[config.mk]
export PLATFORM = sky130hd
export DESIGN_NAME = fsm_dwell_sequencer_flat
export DESIGN_NICKNAME = d
export VERILOG_FILES = /design/src/rtl/fsm_seq_pkg.sv /design/src/rtl/fsm_dwell_sequencer_if.sv /design/src/rtl/fsm_dwell_counter.sv /design/src/rtl/fsm_dwell_sequencer.sv /design/src/flat_wrapper.sv
export SDC_FILE = /design/constraint.sdc
export NUM_CORES = 1
export LEC_CHECK = 0
export CAP_MARGIN = 0
export CORE_MARGIN = 2
export CORE_UTILIZATION = 42
export CTS_BUF_LIST = sky130_fd_sc_hd__clkbuf_4 sky130_fd_sc_hd__clkbuf_8 sky130_fd_sc_hd__clkbuf_16
export DETAILED_ROUTE_END_ITERATION = 12
export PLACE_DENSITY = 0.8
export SLEW_MARGIN = 20
export SYNTH_ARGS = -nofsm -noshare
export SYNTH_HDL_FRONTEND = slang
export SYNTH_SLANG_ARGS = --single-unit
[constraint.sdc]
create_clock -name i_Clock -period 3.55 [get_ports i_Clock]
set_input_delay 0.71 -clock i_Clock [delete_from_list [all_inputs] [get_ports i_Clock]]
set_output_delay 0.71 -clock i_Clock [all_outputs]
set_load 0.03 [all_outputs]
[src/rtl/fsm_seq_pkg.sv]
// rtl/fsm_seq_pkg.sv - shared state encodings and widths for the D/E/F sequencers
package fsm_seq_pkg;

    localparam int P_STATE_W     = 3;
    localparam int P_DEF_DWELL_W = 8;

    typedef enum logic [P_STATE_W-1:0] {
        p_s0 = 3'b000,
        p_s1 = 3'b001,
        p_s2 = 3'b010,
        p_s3 = 3'b011,
        p_s4 = 3'b100
    } state_t;

    // Phase outputs {D, E, F} for a given state; D covers both S1 and S4.
    function automatic logic [2:0] phase_outs(input state_t s);
        logic [2:0] v;
        v = 3'b000;
        case (s)
            p_s1, p_s4: v = 3'b100;
            p_s2:       v = 3'b010;
            p_s3:       v = 3'b001;
            default:    v = 3'b000;
        endcase
        return v;
    endfunction

endpackage

[src/rtl/fsm_dwell_sequencer_if.sv]
// rtl/fsm_dwell_sequencer_if.sv - control/status bundle of one sequencer channel
interface fsm_dwell_sequencer_if
    import fsm_seq_pkg::*;
#(
    parameter int P_DWELL_W = P_DEF_DWELL_W
) ();

    logic                 i_Start;
    logic                 i_Abort;
    logic                 i_A;
    logic                 i_B;
    logic                 i_C;
    logic [P_DWELL_W-1:0] i_DwellD;
    logic [P_DWELL_W-1:0] i_DwellE;
    logic [P_DWELL_W-1:0] i_TimeoutF;
    logic                 o_D;
    logic                 o_E;
    logic                 o_F;
    logic                 o_Busy;
    logic                 o_Done;
    logic                 o_Timeout;
    logic [P_STATE_W-1:0] o_State;

    modport master (
        output i_Start, i_Abort, i_A, i_B, i_C, i_DwellD, i_DwellE, i_TimeoutF,
        input  o_D, o_E, o_F, o_Busy, o_Done, o_Timeout, o_State
    );

    modport slave (
        input  i_Start, i_Abort, i_A, i_B, i_C, i_DwellD, i_DwellE, i_TimeoutF,
        output o_D, o_E, o_F, o_Busy, o_Done, o_Timeout, o_State
    );

endinterface

[src/rtl/fsm_dwell_counter.sv]
// rtl/fsm_dwell_counter.sv - loadable down-counter with zero flag
module fsm_dwell_counter #(
    parameter int P_DWELL_W = 8
) (
    input  logic                 i_Clock,
    input  logic                 i_Reset_n,
    input  logic                 i_Load,
    input  logic [P_DWELL_W-1:0] i_LoadVal,
    input  logic                 i_En,
    output logic [P_DWELL_W-1:0] o_Value,
    output logic                 o_Zero
);

    logic [P_DWELL_W-1:0] r_count;

    // Load has priority over counting; the caller keeps i_En low at zero.
    always_ff @(posedge i_Clock or negedge i_Reset_n) begin
        if (!i_Reset_n) begin
            r_count <= '0;
        end else if (i_Load) begin
            r_count <= i_LoadVal;
        end else if (i_En) begin
            r_count <= r_count - {{(P_DWELL_W-1){1'b0}}, 1'b1};
        end
    end

    assign o_Value = r_count;
    assign o_Zero  = (r_count == '0);

endmodule

[src/rtl/fsm_dwell_sequencer.sv]
// rtl/fsm_dwell_sequencer.sv - five-state D/E/F sequencer with per-phase dwell and B-wait timeout
module fsm_dwell_sequencer
    import fsm_seq_pkg::*;
#(
    parameter int P_DWELL_W = P_DEF_DWELL_W
) (
    input  logic                        i_Clock,
    input  logic                        i_Reset_n,
    fsm_dwell_sequencer_if.slave        s_if
);

    state_t               r_state;
    logic                 r_to_en;
    logic                 r_d;
    logic                 r_e;
    logic                 r_f;
    logic                 r_busy;
    logic                 r_done;
    logic                 r_timeout;

    state_t               w_next;
    logic                 w_load;
    logic [P_DWELL_W-1:0] w_load_val;
    logic                 w_done;
    logic                 w_timeout;
    logic                 w_to_en_next;
    logic [P_DWELL_W-1:0] w_cnt_value;
    logic                 w_cnt_zero;
    logic                 w_cnt_en;
    logic [P_DWELL_W-1:0] w_load_d;
    logic [P_DWELL_W-1:0] w_load_e;
    logic [P_DWELL_W-1:0] w_load_f;
    logic [2:0]           w_phase;

    localparam logic [P_DWELL_W-1:0] L_ONE = {{(P_DWELL_W-1){1'b0}}, 1'b1};

    // A dwell of N loads N-1 so the state is visible for N cycles; 0 behaves as 1.
    assign w_load_d = (s_if.i_DwellD   == '0) ? '0 : s_if.i_DwellD   - L_ONE;
    assign w_load_e = (s_if.i_DwellE   == '0) ? '0 : s_if.i_DwellE   - L_ONE;
    assign w_load_f = (s_if.i_TimeoutF == '0) ? '0 : s_if.i_TimeoutF - L_ONE;

    // Counter parks at zero so a disabled timeout never wraps.
    assign w_cnt_en = (w_cnt_value != '0);

    fsm_dwell_counter #(
        .P_DWELL_W (P_DWELL_W)
    ) u_counter (
        .i_Clock   (i_Clock),
        .i_Reset_n (i_Reset_n),
        .i_Load    (w_load),
        .i_LoadVal (w_load_val),
        .i_En      (w_cnt_en),
        .o_Value   (w_cnt_value),
        .o_Zero    (w_cnt_zero)
    );

    // Next-state, counter load and status-pulse decode; abort overrides everything.
    always_comb begin
        w_next       = r_state;
        w_load       = 1'b0;
        w_load_val   = '0;
        w_done       = 1'b0;
        w_timeout    = 1'b0;
        w_to_en_next = r_to_en;

        case (r_state)
            p_s0: begin
                if (s_if.i_Start) begin
                    w_next     = s_if.i_A ? p_s4 : p_s1;
                    w_load     = 1'b1;
                    w_load_val = w_load_d;
                end
            end
            p_s1: begin
                if (w_cnt_zero) begin
                    w_next     = p_s2;
                    w_load     = 1'b1;
                    w_load_val = w_load_e;
                end
            end
            p_s2: begin
                if (w_cnt_zero) begin
                    w_next       = p_s3;
                    w_load       = 1'b1;
                    w_load_val   = w_load_f;
                    w_to_en_next = (s_if.i_TimeoutF != '0);
                end
            end
            p_s3: begin
                if (s_if.i_B) begin
                    if (s_if.i_C) begin
                        w_next     = p_s4;
                        w_load     = 1'b1;
                        w_load_val = w_load_d;
                    end else begin
                        w_next = p_s0;
                        w_done = 1'b1;
                    end
                end else if (r_to_en && w_cnt_zero) begin
                    w_next    = p_s0;
                    w_timeout = 1'b1;
                end
            end
            p_s4: begin
                if (w_cnt_zero) begin
                    w_next = p_s0;
                    w_done = 1'b1;
                end
            end
            default: begin
                w_next = p_s0;
            end
        endcase

        if (s_if.i_Abort) begin
            w_next    = p_s0;
            w_load    = 1'b0;
            w_done    = 1'b0;
            w_timeout = 1'b0;
        end
    end

    assign w_phase = phase_outs(w_next);

    // State and registered outputs, all decoded from the next state.
    always_ff @(posedge i_Clock or negedge i_Reset_n) begin
        if (!i_Reset_n) begin
            r_state   <= p_s0;
            r_to_en   <= 1'b0;
            r_d       <= 1'b0;
            r_e       <= 1'b0;
            r_f       <= 1'b0;
            r_busy    <= 1'b0;
            r_done    <= 1'b0;
            r_timeout <= 1'b0;
        end else begin
            r_state   <= w_next;
            r_to_en   <= w_to_en_next;
            r_d       <= w_phase[2];
            r_e       <= w_phase[1];
            r_f       <= w_phase[0];
            r_busy    <= (w_next != p_s0);
            r_done    <= w_done;
            r_timeout <= w_timeout;
        end
    end

    assign s_if.o_D       = r_d;
    assign s_if.o_E       = r_e;
    assign s_if.o_F       = r_f;
    assign s_if.o_Busy    = r_busy;
    assign s_if.o_Done    = r_done;
    assign s_if.o_Timeout = r_timeout;
    assign s_if.o_State   = r_state;

endmodule
[src/flat_wrapper.sv]
// flat-port wrapper written by rule: the top's interface ports become plain ports
module fsm_dwell_sequencer_flat import fsm_seq_pkg::*;
#(
    parameter int P_DWELL_W = P_DEF_DWELL_W
)
  (i_Clock, i_Reset_n, s_if_i_Start, s_if_i_Abort, s_if_i_A, s_if_i_B, s_if_i_C, s_if_i_DwellD, s_if_i_DwellE, s_if_i_TimeoutF, s_if_o_D, s_if_o_E, s_if_o_F, s_if_o_Busy, s_if_o_Done, s_if_o_Timeout, s_if_o_State);
  fsm_dwell_sequencer_if #(.P_DWELL_W(P_DWELL_W)) s_if_i ();
  input  logic i_Clock;
  input  logic i_Reset_n;
  input wire logic [$bits(s_if_i.i_Start)-1:0] s_if_i_Start;
  input wire logic [$bits(s_if_i.i_Abort)-1:0] s_if_i_Abort;
  input wire logic [$bits(s_if_i.i_A)-1:0] s_if_i_A;
  input wire logic [$bits(s_if_i.i_B)-1:0] s_if_i_B;
  input wire logic [$bits(s_if_i.i_C)-1:0] s_if_i_C;
  input wire logic [$bits(s_if_i.i_DwellD)-1:0] s_if_i_DwellD;
  input wire logic [$bits(s_if_i.i_DwellE)-1:0] s_if_i_DwellE;
  input wire logic [$bits(s_if_i.i_TimeoutF)-1:0] s_if_i_TimeoutF;
  output wire logic [$bits(s_if_i.o_D)-1:0] s_if_o_D;
  output wire logic [$bits(s_if_i.o_E)-1:0] s_if_o_E;
  output wire logic [$bits(s_if_i.o_F)-1:0] s_if_o_F;
  output wire logic [$bits(s_if_i.o_Busy)-1:0] s_if_o_Busy;
  output wire logic [$bits(s_if_i.o_Done)-1:0] s_if_o_Done;
  output wire logic [$bits(s_if_i.o_Timeout)-1:0] s_if_o_Timeout;
  output wire logic [$bits(s_if_i.o_State)-1:0] s_if_o_State;
  assign s_if_i.i_Start = s_if_i_Start;
  assign s_if_i.i_Abort = s_if_i_Abort;
  assign s_if_i.i_A = s_if_i_A;
  assign s_if_i.i_B = s_if_i_B;
  assign s_if_i.i_C = s_if_i_C;
  assign s_if_i.i_DwellD = s_if_i_DwellD;
  assign s_if_i.i_DwellE = s_if_i_DwellE;
  assign s_if_i.i_TimeoutF = s_if_i_TimeoutF;
  assign s_if_o_D = s_if_i.o_D;
  assign s_if_o_E = s_if_i.o_E;
  assign s_if_o_F = s_if_i.o_F;
  assign s_if_o_Busy = s_if_i.o_Busy;
  assign s_if_o_Done = s_if_i.o_Done;
  assign s_if_o_Timeout = s_if_i.o_Timeout;
  assign s_if_o_State = s_if_i.o_State;
  fsm_dwell_sequencer #(.P_DWELL_W(P_DWELL_W)) u_core (.i_Clock(i_Clock), .i_Reset_n(i_Reset_n), .s_if(s_if_i));
endmodule
---- Word level (Yosys, flattened, before mapping) ----
Index checks and enable logic that the tools add are counted.
word-level totals
  register bits ........................... 18
  output and inout bits ................... 9
cells by class
  reduce and logical (&&, ||, !) cells .... 13
  mux-type cells .......................... 36
  add/sub/neg operators ................... 4
  eq/ne operators ......................... 8
operators by type and width
  operator               number
  $mux W8                10
  $logic_not A8 Y1       4
  $pmux W8 S4            1
  $sub A8 B1 Y8 const B  4
  $mux W3                9
  $reduce_bool A8 Y1     2
  $pmux W3 S5            1
  $eq A3 B2 Y1 const B   4
  $mux W1                12
  $pmux W3 S3            1
  $eq A3 B1 Y1 const B   2
  $eq A3 B3 Y1 const B   2
  $reduce_or A2 Y1       2
  $logic_not A3 Y1       1
  $pmux W1 S3            1
  $reduce_bool A3 Y1     1
  $pmux W1 S2            1
  $reduce_and A2 Y1      1
  $reduce_bool A2 Y1     1
  $logic_and A1 B1 Y1    1

---- Depth between registers and ports, before layout ----
  word-level depth ........................ 9
  gate-level depth with buffers ........... 8
  depth with buffers taken out ............ 8

---- Hierarchy ----
A second synthesis with hierarchy kept.
second synthesis, totals
  cell total of the unflattened synthesis .. 188
  area total of the unflattened synthesis .. 1630.3 sq um
by module, submodules not included
  module               times used  area an instance (sq um)  cells an instance
  fsm_dwell_sequencer  1           1156.1                    138
  fsm_dwell_counter    1           474.2                     50

---- Worst setup path after synthesis ----
OpenSTA, ideal clock, no wires.
  path type ............................... input to register
  start ................................... input port s_if_i_DwellD[0]
  end ..................................... register u_core.u_counter.r_count[3] (netlist: u_core.u_counter.o_Value[3])
  setup slack ............................. 1046 ps
  path buffers ............................ 0
  stages on the path ...................... 6
  data arrival time ....................... 2384 ps
  cell sequence ........................... inv_1 ha_1 or4b_1 o41ai_1 o22ai_1 o211a_1
on the way
  word-level cells in the longest chain between the ends .. 6
  elaborated cells between the ends (all ways) .. 8
  those cells by class .................... 1 x add/sub; 6 x mux; 1 x reduce/logical
RTL lines
  item                                                      RTL line                   source
  start: declaration                                        flat_wrapper.sv:15         input wire logic [$bits(s_if_i.i_DwellD)-1:0] s_if_i_DwellD;
  $sub A8 B1 Y8 / $logic_not A8 Y1 (equally long branches)  fsm_dwell_sequencer.sv:38  assign w_load_d = (s_if.i_DwellD == '0) ? '0 : s_if.i_DwellD - L_ONE;
  $mux W8 (*)                                               fsm_dwell_sequencer.sv:38
  $mux W8                                                   fsm_dwell_sequencer.sv:91  if (s_if.i_C) begin
  $mux W8                                                   fsm_dwell_sequencer.sv:90  if (s_if.i_B) begin
  $pmux W8 S4 (*)                                           fsm_dwell_sequencer.sv:66  case (r_state)
  $mux W8 (*)                                               fsm_dwell_counter.sv:20    end else if (i_Load) begin
  end signal: assignment                                    fsm_dwell_counter.sv:21    r_count <= i_LoadVal;
  end signal: assignment                                    fsm_dwell_counter.sv:23    r_count <= r_count - {{(P_DWELL_W-1){1'b0}}, 1'b1};
  end: declaration                                          fsm_dwell_counter.sv:14    logic [P_DWELL_W-1:0] r_count;
Every way passes the cells marked *; elsewhere a longest branch is shown, timed or not.
A chain may end at the register's enable or synchronous reset.

---- Final worst setup path ----
Same ends and word-level chain as after synthesis.

==> results.json <==
{
  "placed_wire_length_estimate_um": 2960,
  "die-height_um": 64.3,
  "ir_worst_vdd_mv": 0.172,
  "timing.hold.worst.class": "flip-flop to flip-flop",
  "layout.nets": 262,
  "drt_pre_antenna_iters": 4,
  "commonest_cells_after_routing_fill_and_taps_aside": "clkdlybuf4s50_1, dfrtp_1, o21ai_0, xnor2_1, nand2_1",
  "rows": 21,
  "synth_cells": 183,
  "postCtsSetupBuffers": 0,
  "synth.cell_area_sq_um": 1530,
  "effective_utilization_at_floorplan": 0.447,
  "max_clk_rate_mhz": 386,
  "drt-vias-per-instance": 5.73,
  "clk_path_buf_depth": 2,
  "maxSlewViolCount": 0,
  "crit_type": "input port to flip-flop",
  "grt_first_pass_wirelength_um": 6310,
  "ys_async_sr_fraction": 1.00,
  "num_vias": 1546,
  "fin_area_sq_um": 2010,
  "power.switching_fraction": 0.377,
  "cellPowerDensity_nw_per_um2": 398,
  "number_of_distinct_library_cells_after_synthesis": 47,
  "drv_cap": 0,
  "tritoncts_num_sinks": 18,
  "cts_root_buf": "clkbuf_4",
  "ys_seq_elements": 18,
  "globalplace.congestion": 0.922,
  "worstMarginPinSlew_ns": 0.782,
  "post_synth.cell_area_avg_sq_um": 8.35,
  "grt.total_usage": 0.189,
  "layout_commonest_cell": "clkdlybuf4s50_1",
  "placeableCoreArea_sq_um": 3420,
  "ant_nets": 0,
  "period_needed_ns": 2.59,
  "setup_repair_after_global_routing_missed_its_margin": "false",
  "fraction_of_layout_cells_with_a_size_suffix_above_1": 0.0759,
  "antenna_found_initial": 0,
  "finClkSkew_ns": 0.00135,
  "io_pins": 40,
  "seq_power_share": 0.381,
  "end_kind": "flip-flop",
  "die_width_um": 64.3,
  "synthesis.nets": 220,
  "io_buffers": 39,
  "timing.slew.headroom": 0.477,
  "cell_internal_pwr_uw": 499,
  "detailed_place.area_sq_um": 1980,
  "clkLatencyLatePin_ns": 0.30,
  "timing.critical_path.arrival_ns": 2.79,
  "die_outline_area_sq_um": 4140,
  "dominantRegCellSynth": "dfrtp_1",
  "drt_wl_total_um": 3690,
  "reg2reg_setup_slack_ns": 1.24,
  "largest_register_ffs": 8,
  "seq_total_area_yosys": 0.295,
  "grt_remaining_overflow": 0,
  "area_growth_pct": 31.7,
  "count_of_h_tree_levels_built_during_cts": 1,
  "report.power.total_uw": 802,
  "diode_insertion_count_for_antenna_repair": 0,
  "numCtsBuffers": 3,
  "switching_power_uw": 302,
  "grt_start_max_net_pins": 19,
  "cts.clk_slew.worst_paths_ns": 0.11,
  "grt_pass1_vias": 1419,
  "cts-hold-fix-buffers": 0,
  "crit_required_ns": 3.75,
  "min_period_over_period": 0.730,
  "final-hold-violation-count": 0,
  "wl_per_cell_um": 13.7,
  "detail_route.iter0.violations": 140,
  "power_leakage_nw": 0.774,
  "synthesis_warning_total": 0,
  "post-route-drc-count": 0,
  "share_clk_of_total_power": 0.162,
  "worst-path-max-fanout": 5,
  "result_of_the_run": "finished, final reports clean",
  "cts_repair_resize_count": 0,
  "start_kind": "input port",
  "synth_edf_count": 0,
  "setup_tns_ns": 0,
  "cts_tree": "built",
  "power.share.combinational": 0.456,
  "report.final.setup_viol": 0
}
[cells in the mapped netlist (2+ instances only)]
cell       instances  share of area
or4_1              3          0.015
clkbuf_1           4         0.0098
xnor2_1           14          0.080
or3_1              4          0.016
o21a_1             4          0.020
ha_1               6          0.049
a31o_2             2          0.011
dfrtp_1           18           0.29
a21oi_1            6          0.020
o21ai_1            3         0.0098
a31oi_1            3          0.012
nand2_1           13          0.032
inv_1             11          0.027
o211a_1            2          0.013
xor2_1             7          0.040
nor3b_1            3          0.015
nand3_1            4          0.013
o21ai_0           14          0.046
nor3_1            12          0.039
o22a_1             2          0.011
nand2b_1           2         0.0082
nor2_1            10          0.025
o22ai_1            6          0.025
nor4b_1            3          0.017
a2bb2oi_1          3          0.017
nor4_1             3          0.012
[through the flow]
step                std cells  hold WS, ns  utilization  setup WS, ns
floorplan                 183        0.414            -          1.05
finish                    270        0.553        0.589         0.957
global route              270        0.593        0.589         0.849
CTS                       270        0.553        0.589         0.958
detailed placement        266        0.525        0.578         0.631
global placement          266        0.532        0.578         0.706
[final cells by class]
type | instances | area, sq um
sequential | 18 | 450
fill | 320 | 1400
timing repair buffer | 41 | 405
tap | 46 | 57.6
multi-input combinational | 149 | 1020
inverter | 12 | 45.0
clock buffer | 4 | 36.3
[worst paths after layout]
path / from / to / cells after the start
max: s_if_i_DwellD[0] / u_core.u_counter.o_Value[3] / 8
min: u_core.r_to_en / u_core.r_to_en / 2
max reg2reg: u_core.u_counter.o_Value[5] / u_core.u_counter.o_Value[6] / 5
min reg2reg: u_core.r_to_en / u_core.r_to_en / 2
max in group asynchronous: i_Reset_n / u_core.u_counter.o_Value[3] / 1
min in group asynchronous: i_Reset_n / u_core.s_if.o_F / 1
[power by group through the flow]
stage,sequential [mW],combinational [mW],clock [mW]
6_report,0.306,0.366,0.130
3_3_place_gp,0.308,0.360,0
2_1_floorplan,0.306,0.251,0
5_1_grt,0.315,0.404,0.141
4_1_cts,0.304,0.368,0.133
3_5_place_dp,0.309,0.365,0
[worst max-delay path: stages]
cell and delay (ns):
clkdlybuf4s50_1 0.48, inv_1 0.09, ha_1 0.21, or4b_1 0.52, o41ai_1 0.27, buf_4 0.19
o22ai_1 0.09, o211a_1 0.22
[routing by layer]
metal	global-route usage	wire length (um)	vias to the layer above
met1	0.257	1720	724
met5	0	0	-
met2	0.323	1770	51
met3	0.0211	176	4
li1	-	-	767
met4	0.0426	23	0
[cells by family (layout without fill, tap and decap cells)]
group | count (synthesis) | after routing | synth area share
buf+inv | 16 | 57 | 0.0393
flops | 18 | 18 | 0.295
fa+ha+maj | 6 | 6 | 0.0491
compound gates | 53 | 53 | 0.230
xor+xnor | 21 | 21 | 0.120
simple gates | 69 | 69 | 0.266
(Power assumes the default switching activity.)
==> variant (config.mk and constraints unchanged) <==
Set the package constant `P_DEF_DWELL_W` to 7 (it was 8).
--- a/src/rtl/fsm_seq_pkg.sv
+++ b/src/rtl/fsm_seq_pkg.sv
@@ -2,7 +2,7 @@
 package fsm_seq_pkg;
 
     localparam int P_STATE_W     = 3;
-    localparam int P_DEF_DWELL_W = 8;
+    localparam int P_DEF_DWELL_W = 7;
 
     typedef enum logic [P_STATE_W-1:0] {
         p_s0 = 3'b000,
Interface: changed (resized s_if_i_DwellD, s_if_i_DwellE and s_if_i_TimeoutF); port bits go from 40 to 37. The function was not compared with the original's and may differ.
==> variant against the original RTL <==
Sequential cell count down 1; final area is 9.8% lower; register-to-register slack improved by 0.08 ns; synthesized area shrank 8.1%; synthesized cell count shrank 9.8%; largest power group unchanged; total power fell by 9.1%; routed wire length is 17% lower; highest routed layer unchanged; setup slack gained 0.18 ns.
==> variant: results (changes against the original RTL) <==
| Metric | Value |
|---|---|
| Comb_multi_in | `131 (-12%)` |
| HP Class | `reg -> reg` |
| Status | `complete, no violations` |
| Ranking of synthesized cells by area | `dfrtp_1, xnor2_1, ha_1` |
| Fill cells | `298 (-6.9%)` |
| Final GP Congestion | `0.8611 (-6.6%)` |
| Detailed placement HPWL | `2542 um (-14%)` |
| Yosys cell types | `49 (+4.3%)` |
| Multi-input logic area | `900.9 um^2 (-11%)` |
| Port Buf Inserts | `36 (-7.7%)` |
| Final net count | `235 (-10%)` |
| First-pass GRT wire length | `5064 um (-20%)` |
| Most instantiated cells after synthesis | `nor2_1, dfrtp_1, inv_1, nand2_1` |
| Seq/Total Area, Yosys | `30.30% (+0.82 points)` |
| Switch share | `39.26% (+1.5 points)` |
| Global-route usage over all layers | `18.01% (-0.93 points)` |
| VDD IR max | `0.1507 mV (-12%)` |
| CTS Sinks | `17 (-1)` |
| Non-Clock Buffer Area Fraction | `19.86% (-0.29 points)` |
| Fraction of layout cells with a size suffix above 1 | `6.000% (-1.6 points)` |
| Comb pwr share | `44.5% (-1.1 points)` |
| Relative slew slack | `50.58% (+2.9 points)` |
| Clock network area share | `1.517% (-0.29 points)` |
| Total CTS buffers | `3 (unchanged)` |
| DR WL/cell | `12.59 um (-8.0%)` |
| Arr. time, crit path | `2.60 ns (-0.19 ns)` |
| Syn nets | `199 (-9.5%)` |
| Max reg flops | `7 (-1)` |
| Worst-Skew Late Latency | `0.30 ns (about the same)` |
| Initial drt markers | `39 (-72%)` |
| Share of power burned in registers | `41.0% (+2.9 points)` |
| Sequential cell area share | `23.45% (+1.1 points)` |
| Psw | `286.1 uW (-5.3%)` |
| Dpl ws | `0.8223 ns (+0.1915 ns)` |
| Via/cell ratio | `5.115 (-11%)` |
| Number of global-route vias before repair | `1158 (-18%)` |
| Crit-path max FO | `7 (+2)` |
| Clock Skews | `0.002769 ns (+0.001420 ns)` |
| Largest net degree at the start of global routing | `18 (-1)` |
| Number of non-clock inverters in the layout | `12 (unchanged)` |
[variant: final timing paths]
| path | start | to | slack (ns) | cells past startpoint |
|---|---|---|---|---|
| min in group asynchronous | i_Reset_n | u_core.s_if.o_D$_DFF_PN0_ | 0.84 | 1 |
| hold reg to reg | u_core.r_to_en$_DFFE_PN0P_ | u_core.r_to_en$_DFFE_PN0P_ | 0.55 | 2 |
| setup / recovery | s_if_i_Start | u_core.u_counter.o_Value[0]$_DFFE_PN0P_ | 1.13 | 6 |
| setup reg to reg | u_core.u_counter.o_Value[3]$_DFFE_PN0P_ | u_core.u_counter.o_Value[5]$_DFFE_PN0P_ | 1.32 | 5 |
| hold / removal | u_core.r_to_en$_DFFE_PN0P_ | u_core.r_to_en$_DFFE_PN0P_ | 0.55 | 2 |
| max in group asynchronous | i_Reset_n | u_core.r_to_en$_DFFE_PN0P_ | 2.25 | 1 |
[variant: kinds of logic after synthesis]
logic type                 synth area share (%)
buffers and inverters                     5.526
DFF                                       30.30
muxes                                    0.8021
and+or+nand+nor                           25.76
AOI/OAI and AO/OA                         21.04
adders and majority gates                 5.347
xor gates and xnor gates                  11.23
[variant: through the flow]
step                std cells  cell area [um^2]  hold slack (ns)
finish                    244              1814           0.5467
detailed placement        240              1787           0.5215
global placement          240              1787           0.5175
CTS                       244              1814           0.5481
floorplan                 165              1404           0.4144
global route              244              1814           0.6072
[variant: critical path: stages]
cell	delay, ns
clkdlybuf4s50_1	0.46
or3b_2	0.43
a21o_1	0.25
a211oi_4	0.37
o21ai_2	0.09
o32a_1	0.28
[variant: layer usage]
layer | up-vias | GRT usage (%) | part of all wire [%]
met4 | 0 | 6.383 | 1.3
li1 | 655 | - | -
met1 | 572 | 25.38 | 49
met5 | - | 0 | 0
met3 | 4 | 2.070 | 2.2
met2 | 17 | 28.57 | 47
